===== src/rtl/pe_launch_seq_if.sv =====
// Host-facing command/status bundle of the tile launch sequencer.
interface pe_launch_seq_if #(
  parameter int NUM_PE        = 4,
  parameter int CNT_WIDTH     = 16,
  parameter int STAGGER_WIDTH = 4
);
  localparam int PW = CNT_WIDTH + STAGGER_WIDTH + $clog2(NUM_PE) + 1;

  logic                     cfg_valid;
  logic                     cfg_ready;
  logic [CNT_WIDTH-1:0]     cfg_run_len;
  logic [STAGGER_WIDTH-1:0] cfg_stagger;
  logic [NUM_PE-1:0]        cfg_mask;
  logic                     hold;
  logic                     abort;
  logic [NUM_PE-1:0]        ap_start;
  logic                     busy;
  logic                     done;
  logic                     aborted;
  logic [PW-1:0]            progress;

  modport master (
    output cfg_valid, cfg_run_len, cfg_stagger, cfg_mask, hold, abort,
    input  cfg_ready, ap_start, busy, done, aborted, progress
  );

  modport slave (
    input  cfg_valid, cfg_run_len, cfg_stagger, cfg_mask, hold, abort,
    output cfg_ready, ap_start, busy, done, aborted, progress
  );
endinterface


===== src/rtl/pe_launch_seq.sv =====
// Staggered ap_start launch sequencer: ramps tile enables up, holds each for an
// identical window, ramps them down in the same order, then pulses done.
module pe_launch_seq #(
  parameter int NUM_PE        = 4,
  parameter int CNT_WIDTH     = 16,
  parameter int STAGGER_WIDTH = 4
) (
  input logic            clk,
  input logic            reset,
  pe_launch_seq_if.slave bus
);
  localparam int PW = CNT_WIDTH + STAGGER_WIDTH + $clog2(NUM_PE) + 1;

  typedef enum logic [1:0] {IDLE, ACTIVE, DONE} state_t;

  state_t                   state, state_n;
  logic [PW-1:0]            t, t_n;
  logic [PW-1:0]            eff_s, eff_l, span, w, t_end, lo;
  logic [STAGGER_WIDTH-1:0] s_q;
  logic [CNT_WIDTH-1:0]     l_q;
  logic [NUM_PE-1:0]        mask_q, eff_mask, ap_q, ap_n;
  logic                     aborted_q, aborted_n;
  logic                     accept, gate;

  assign accept = (state == IDLE) && bus.cfg_valid;

  // On the accept edge the window is computed from the live command fields.
  always_comb begin
    eff_s    = accept ? PW'(bus.cfg_stagger) : PW'(s_q);
    eff_l    = accept ? PW'(bus.cfg_run_len) : PW'(l_q);
    eff_mask = accept ? bus.cfg_mask : mask_q;
    span     = PW'(NUM_PE - 1) * eff_s;
    w        = span + eff_l;
    t_end    = span + w;
  end

  always_comb begin
    state_n   = state;
    t_n       = t;
    aborted_n = aborted_q;
    gate      = 1'b0;
    case (state)
      IDLE: begin
        if (accept) begin
          t_n       = '0;
          aborted_n = 1'b0;
          if (t_end == '0) begin
            state_n = DONE;
          end else begin
            state_n = ACTIVE;
            gate    = 1'b1;
          end
        end
      end
      ACTIVE: begin
        if (bus.abort) begin
          state_n   = DONE;
          aborted_n = 1'b1;
        end else if (!bus.hold) begin
          t_n = t + 1'b1;
          if (t == t_end - 1'b1) state_n = DONE;
          else                   gate    = 1'b1;
        end
      end
      DONE:    state_n = IDLE;
      default: state_n = IDLE;
    endcase
  end

  // Enable for the upcoming cycle is evaluated against the counter value that
  // cycle will carry; a sampled hold repeats t with all enables forced low.
  always_comb begin
    ap_n = '0;
    lo   = '0;
    for (int unsigned i = 0; i < NUM_PE; i++) begin
      lo      = PW'(i) * eff_s;
      ap_n[i] = gate && eff_mask[i] && (t_n >= lo) && (t_n < lo + w);
    end
  end

  always_ff @(posedge clk or posedge reset) begin
    if (reset) begin
      state     <= IDLE;
      t         <= '0;
      ap_q      <= '0;
      aborted_q <= 1'b0;
      s_q       <= '0;
      l_q       <= '0;
      mask_q    <= '0;
    end else begin
      state     <= state_n;
      t         <= t_n;
      ap_q      <= ap_n;
      aborted_q <= aborted_n;
      if (accept) begin
        s_q    <= bus.cfg_stagger;
        l_q    <= bus.cfg_run_len;
        mask_q <= bus.cfg_mask;
      end
    end
  end

  assign bus.cfg_ready = (state == IDLE);
  assign bus.busy      = (state != IDLE);
  assign bus.done      = (state == DONE);
  assign bus.aborted   = aborted_q;
  assign bus.ap_start  = ap_q;
  assign bus.progress  = t;
endmodule


===== src/flat_wrapper.sv =====
// flat-port wrapper written by rule: the top's interface ports become plain ports
module pe_launch_seq_flat 
#(
  parameter int NUM_PE        = 4,
  parameter int CNT_WIDTH     = 16,
  parameter int STAGGER_WIDTH = 4
)
  (clk, reset, bus_cfg_valid, bus_cfg_run_len, bus_cfg_stagger, bus_cfg_mask, bus_hold, bus_abort, bus_cfg_ready, bus_ap_start, bus_busy, bus_done, bus_aborted, bus_progress);
  pe_launch_seq_if #(.NUM_PE(NUM_PE), .CNT_WIDTH(CNT_WIDTH), .STAGGER_WIDTH(STAGGER_WIDTH)) bus_i ();
  input logic clk;
  input logic reset;
  input wire logic [$bits(bus_i.cfg_valid)-1:0] bus_cfg_valid;
  input wire logic [$bits(bus_i.cfg_run_len)-1:0] bus_cfg_run_len;
  input wire logic [$bits(bus_i.cfg_stagger)-1:0] bus_cfg_stagger;
  input wire logic [$bits(bus_i.cfg_mask)-1:0] bus_cfg_mask;
  input wire logic [$bits(bus_i.hold)-1:0] bus_hold;
  input wire logic [$bits(bus_i.abort)-1:0] bus_abort;
  output wire logic [$bits(bus_i.cfg_ready)-1:0] bus_cfg_ready;
  output wire logic [$bits(bus_i.ap_start)-1:0] bus_ap_start;
  output wire logic [$bits(bus_i.busy)-1:0] bus_busy;
  output wire logic [$bits(bus_i.done)-1:0] bus_done;
  output wire logic [$bits(bus_i.aborted)-1:0] bus_aborted;
  output wire logic [$bits(bus_i.progress)-1:0] bus_progress;
  assign bus_i.cfg_valid = bus_cfg_valid;
  assign bus_i.cfg_run_len = bus_cfg_run_len;
  assign bus_i.cfg_stagger = bus_cfg_stagger;
  assign bus_i.cfg_mask = bus_cfg_mask;
  assign bus_i.hold = bus_hold;
  assign bus_i.abort = bus_abort;
  assign bus_cfg_ready = bus_i.cfg_ready;
  assign bus_ap_start = bus_i.ap_start;
  assign bus_busy = bus_i.busy;
  assign bus_done = bus_i.done;
  assign bus_aborted = bus_i.aborted;
  assign bus_progress = bus_i.progress;
  pe_launch_seq #(.NUM_PE(NUM_PE), .CNT_WIDTH(CNT_WIDTH), .STAGGER_WIDTH(STAGGER_WIDTH)) u_core (.clk(clk), .reset(reset), .bus(bus_i));
endmodule

===== config.mk =====
export PLATFORM = sky130hd
export DESIGN_NAME = pe_launch_seq_flat
export DESIGN_NICKNAME = d
export VERILOG_FILES = /design/src/rtl/pe_launch_seq_if.sv /design/src/rtl/pe_launch_seq.sv /design/src/flat_wrapper.sv
export SDC_FILE = /design/constraint.sdc
export NUM_CORES = 1
export LEC_CHECK = 0
export BUFFER_PORTS_ARGS = -buffer_cell sky130_fd_sc_hd__clkbuf_2
export CORE_MARGIN = 4
export CORE_UTILIZATION = 65
export DETAILED_ROUTE_END_ITERATION = 10
export MAX_ROUTING_LAYER = met4
export PLACE_DENSITY = 0.86
export SLEW_MARGIN = 10
export SYNTH_ARGS = -nofsm -noshare
export SYNTH_HDL_FRONTEND = slang
export SYNTH_SLANG_ARGS = --single-unit

===== constraint.sdc =====
create_clock -name clk -period 16.51 [get_ports clk]
set_clock_uncertainty 0.1 [all_clocks]
set_input_delay 4.1275 -clock clk [delete_from_list [all_inputs] [get_ports clk]]
set_output_delay 4.1275 -clock clk [all_outputs]
set_load 0.02 [all_outputs]

* Yosys cells after proc, flatten, opt, wreduce, memory -nomap -nowiden *
Index checks and enable logic that the tools add are counted.

operators by class
  add/subtract/negate cells = 6
  multiply operators = 1
  $lt $le $gt $ge = 8
  eq/ne operators = 7
  multiplexer cells = 22
  reduce and logical (&&, ||, !) cells = 19

operator list
  cell                                                                 number
  adder 23 bit                                                         4
  less-than comparator 23 bit                                          4
  greater-or-equal comparator 23 bit                                   3
  2-to-1 mux 23 bit                                                    3
  one-hot mux 23 bit (2 select lines)                                  1
  adder 23 x 1 -> 23 bit (second input constant)                       1
  == test 23 bit                                                       1
  greater-or-equal comparator 23 x 1 -> 1 bit (second input constant)  1
  logical NOT 23 bit                                                   1
  multiplier 2 x 23 -> 23 bit (first input constant)                   1
  subtractor 23 x 1 -> 23 bit (second input constant)                  1
  2-to-1 mux 16 bit                                                    1
  logical AND 1 bit                                                    13
  2-to-1 mux 2 bit                                                     5
  2-to-1 mux 4 bit                                                     2
  2-to-1 mux 1 bit                                                     7
  AND reduction 3 bit                                                  2
  one-hot mux 1 bit (2 select lines)                                   2
  one-hot mux 2 bit (2 select lines)                                   1
  nonzero test 2 bit                                                   2
  != test 3 x 2 -> 1 bit (second input constant)                       1
  != test 3 bit (second input constant)                                1
  == test 2 x 1 -> 1 bit (second input constant)                       1
  == test 2 bit (second input constant)                                1
  other kinds (3)                                                      3

storage, ports and cells
  bits in registers = 54
  bits of input ports = 29

* Logic depth before layout (Yosys ltp) *
  depth after elaboration = 15
  gate-level depth with buffers = 38
  gate-level depth less buffers = 33

* Worst setup path after synthesis *
Ideal clock, no wire load.

  path kind = in2reg
  start = input bus_cfg_valid
  end = register u_core.state[1]
  arrival time = 10780 ps
  setup slack = 5544 ps
  stages = 26
  buffers on the path = 5
  path through = nor3b_2 buf_6 buf_2 clkbuf_1 buf_1 mux2i_1 inv_1 ha_1 clkbuf_1 nand3_1 mux2i_1 a311oi_4 mux2_4 o21ai_0 xnor2_1 ha_1 a41oi_1 o31a_1 nor3_4 a311oi_2 a31oi_1 or3_4 o32a_1 or4_4 or4_1 o211ai_1

on the way
  word-level cells in the longest chain between the ends = 9
  elaborated cells on any way between the ends = 15
  classes of those cells = 3 x add/sub; 1 x mul; 3 x eq/ne; 5 x mux; 3 x reduce/logical

ends and longest elaborated chain
  element                                                                              RTL line                                  RTL
  from (decl)                                                                          flat_wrapper.sv:12                        input wire logic [$bits(bus_i.cfg_valid)-1:0] bus_cfg_valid;
  logical AND 1 bit (*)                                                                pe_launch_seq.sv:25                       assign accept = (state == IDLE) && bus.cfg_valid;
  2-to-1 mux 4 bit                                                                     pe_launch_seq.sv:29                       eff_s = accept ? PW'(bus.cfg_stagger) : PW'(s_q);
  multiplier 2 x 23 -> 23 bit                                                          pe_launch_seq.sv:32                       span = PW'(NUM_PE - 1) * eff_s;
  adder 23 bit                                                                         pe_launch_seq.sv:33                       w = span + eff_l;
  adder 23 bit                                                                         pe_launch_seq.sv:34                       t_end = span + w;
  subtractor 23 x 1 -> 23 bit or logical NOT 23 bit (tied branches)                    pe_launch_seq.sv:61, pe_launch_seq.sv:47
  == test 23 bit or 2-to-1 mux 2 bit (tied branches)                                   pe_launch_seq.sv:61, pe_launch_seq.sv:47
  != test 3 x 2 -> 1 bit (no line) or 2-to-1 mux 2 bit (tied branches)                 --
  AND reduction 3 bit (no line) or one-hot mux 2 bit (2 select lines) (tied branches)  --
  to (signal assigned)                                                                 pe_launch_seq.sv:91                       state <= state_n;
  to (decl)                                                                            pe_launch_seq.sv:16                       state_t state, state_n;

Every way passes the cells marked *; elsewhere a longest branch is shown, timed or not. The select of a mux whose other input is x is not followed.
A chain may end at the register's enable or synchronous reset.

* Final worst setup path *
  start = input bus_cfg_valid
  end = register u_core.ap_q[1] (netlist: u_core.bus.ap_start[1])

on the way
  word-level cells in the longest chain between the ends = 14
  elaborated cells on any way between the ends = 24
  classes of those cells = 4 x add/sub; 1 x mul; 2 x order compare; 1 x eq/ne; 11 x mux; 5 x reduce/logical

ends and longest elaborated chain
  element                             RTL line             RTL
  logical AND 1 bit (*)               pe_launch_seq.sv:25
  2-to-1 mux 4 bit                    pe_launch_seq.sv:29
  multiplier 2 x 23 -> 23 bit         pe_launch_seq.sv:32
  adder 23 bit                        pe_launch_seq.sv:33
  adder 23 bit                        pe_launch_seq.sv:34
  subtractor 23 x 1 -> 23 bit         pe_launch_seq.sv:61  if (t == t_end - 1'b1) state_n = DONE;
  == test 23 bit                      pe_launch_seq.sv:61
  2-to-1 mux 1 bit                    pe_launch_seq.sv:61
  2-to-1 mux 1 bit                    pe_launch_seq.sv:59  end else if (!bus.hold) begin
  2-to-1 mux 1 bit                    pe_launch_seq.sv:56  if (bus.abort) begin
  one-hot mux 1 bit (2 select lines)  pe_launch_seq.sv:42  case (state)
  logical AND 1 bit (2 in a row)      pe_launch_seq.sv:77  ap_n[i] = gate && eff_mask[i] && (t_n >= lo) && (t_n < lo + w);
  logical AND 1 bit (*)               pe_launch_seq.sv:77
  named net u_core.ap_n[1]            pe_launch_seq.sv:21  logic [NUM_PE-1:0] mask_q, eff_mask, ap_q, ap_n;
  to (signal assigned)                pe_launch_seq.sv:93  ap_q <= ap_n;
  to (decl)                           pe_launch_seq.sv:21

The timed path passes the listed nets; every way through them passes the cells marked *.

==> results_dict.tcl <==
set metrics [dict create \
    die_w_um 115 \
    relSlewSlack 0.340 \
    critPathRequiredTime_ns 16.64 \
    antenna_found_initial 0 \
    max_stage_delay_ns 0.50 \
    numPortBuffers 59 \
    seq_area_frac_synth 0.182 \
    dp_hpwl_um 16700 \
    cp.buffers_inverters 5 \
    rsz0062_at_grt "no" \
    ys_warn_count 0 \
    viasPerCell 6.52 \
    firstDrtPassIters 7 \
    end_kind "register" \
    avgSynthCellArea_um2 8.28 \
    final_cell_mix "98 x ha_1, 82 x nand2_1, 62 x xnor2_1" \
    cts_setup_buffers 0 \
    core_mm2 0.0110 \
    fillers 865 \
    overflow 0 \
    slew_viol_final 0 \
    drive_gt1_frac 0.129 \
    critPathTopFamily "compound AO/OA/AOI/OAI gates" \
    clock_latency_ns 0.31 \
    diodes 0 \
    syn_area_mm2 0.00742 \
    status "finished clean" \
    clk_pin_slew_ns 0.08 \
    hold_path.class "register to register" \
    drt_iter0_markers 700 \
    cp_common_cell "a21oi_1" \
    ctsResizeCount 0 \
    wl_per_cell_um 19.2 \
    drc 0 \
    tightest_slew_ns 0.980 \
    ant_nets 0 \
    clock_sinks 54 \
    clockBufferDepth 2 \
    die_h_um 115 \
    ys_ff_latch 54 \
    crit_fanout 32 \
    synthDistinctLibCells 86 \
    setup_viol 0 \
    finalCritPeriodShare 0.686 \
    achievable-frequency_mhz 88.2 \
    grt_use_total 0.335 \
    crit_type "primary input to register" \
    cpMaxStageDelayCell "xnor2_1" \
    grt_pass1_wl_um 34200 \
    ys_async_sr_fraction 1.00 \
    hold_viol_final 0 \
    cts_root_buf "clkbuf_16" \
    synthFlopType "dfrtp_1" \
    dr_total_vias 7105 \
    cts-hold-fix-buffers 0 \
    tritoncts "done" \
    cts_buffers 5 \
    wl_um 21000 \
    synth_edf_count 0 \
    final_common_cell "ha_1" \
    period_needed_ns 11.33 \
    synthToLayoutAreaGrowth_pct 7.99 \
    synthCells 896 \
    start_kind "primary input" \
    place_congestion 1.04 \
    die_area_mm2 0.0132 \
    grt_max_degree 55 \
    cp_data_arrival_time_ns 11.46 \
    fin_setup_tns_ns 0 \
    ff2ff_setup_slack_ns 8.50 \
    setup_slack_ns 5.18 \
    initial_core_util 0.675 \
    io_pins 60 \
    first_global_vias 6760 \
    cap_violations 0 \
    post-place-ws_ns 5.05 \
    nNetsFinal 1078 \
    cts_max_level 2 \
    fp-row-count 38 \
]
[area by class of cell]
class                      count  area (µm²)  share of cell area
sequential                    54        1350               0.169
multi-input combinational    754        5720               0.714
tap                          140         175              0.0219
clock inverter                 3        28.8             0.00359
clock buffer                   5         125              0.0156
timing repair buffer          69         370              0.0462
inverter                      65         244              0.0305
[worst paths after layout]
| path | endpoint | startpoint | cells past startpoint |
|---|---|---|---|
| setup / recovery | u_core.bus.ap_start[1] | bus_cfg_valid | 35 |
| hold / removal | u_core.l_q[5] | u_core.l_q[5] | 2 |
| setup reg to reg | u_core.bus.ap_start[1] | u_core.state[1] | 34 |
| hold reg to reg | u_core.l_q[5] | u_core.l_q[5] | 2 |
| max in group asynchronous | u_core.bus.progress[13] | reset | 3 |
| min in group asynchronous | u_core.l_q[1] | reset | 3 |
[per-layer routing]
metal / track usage / vias up / share of wire
met5: - / - / 0
met4: 0.131 / 0 / 0.033
met3: 0.0495 / 64 / 0.079
met2: 0.514 / 357 / 0.45
met1: 0.447 / 3275 / 0.44
li1: - / 3409 / -
[sequential cells by signal (all words and copies together) (netlist names)]
name,cells
u_core.s_q,4
u_core.bus.ap_start,4
u_core.state,2
u_core.bus.aborted,1
u_core.mask_q,4
u_core.l_q,16
u_core.bus.progress,23
[worst reg2reg max path: cells and delay by family, from the launching register on]
| family | cells | cell delay (ns) |
|---|---|---|
| compound gates | 12 | 2.18 |
| xor+xnor | 2 | 0.66 |
| fa+ha+maj | 4 | 1.31 |
| buf+inv | 4 | 0.76 |
| flops | 1 | 0.53 |
| mux | 2 | 0.64 |
| simple gates | 10 | 1.74 |
[cell usage after synthesis (all sizes together), types with 19 or more instances]
| library cell | number | share of area |
|---|---|---|
| a21o | 20 | 0.020 |
| a21oi | 49 | 0.033 |
| dfrtp | 54 | 0.18 |
| ha | 98 | 0.17 |
| inv | 63 | 0.032 |
| mux2i | 32 | 0.047 |
| nand2 | 82 | 0.041 |
| nand3 | 45 | 0.030 |
| nand4 | 23 | 0.020 |
| nor2 | 43 | 0.022 |
| nor3 | 27 | 0.020 |
| nor4 | 19 | 0.017 |
| o21ai | 32 | 0.022 |
| xnor2 | 62 | 0.073 |
[stage by stage]
step | std cells | instance area (µm²) | hold WS, ns | utilization
finish | 1090 | 8010 | 0.378 | 0.729
global route | 1090 | 8010 | 0.412 | 0.729
CTS | 1090 | 8010 | 0.380 | 0.729
detailed placement | 1082 | 7860 | 0.361 | 0.715
global placement | 1082 | 7860 | 0.353 | 0.715
floorplan | 898 | 7430 | 0.336 | -
[logic make-up (layout without fill, tap and decap cells)]
family,after synthesis,count (layout),synth area share
adders and majority gates,103,103,0.175
other,1,3,0.000506
buffers and inverters,90,142,0.0491
DFF,54,54,0.182
and+or+nand+nor,335,335,0.246
muxes,45,45,0.0673
AOI/OAI and AO/OA,191,191,0.182
xor gates and xnor gates,77,77,0.0983
Power is not shown: default switching activity piles up to over one toggle a cycle in this logic, so the estimate is an artifact.
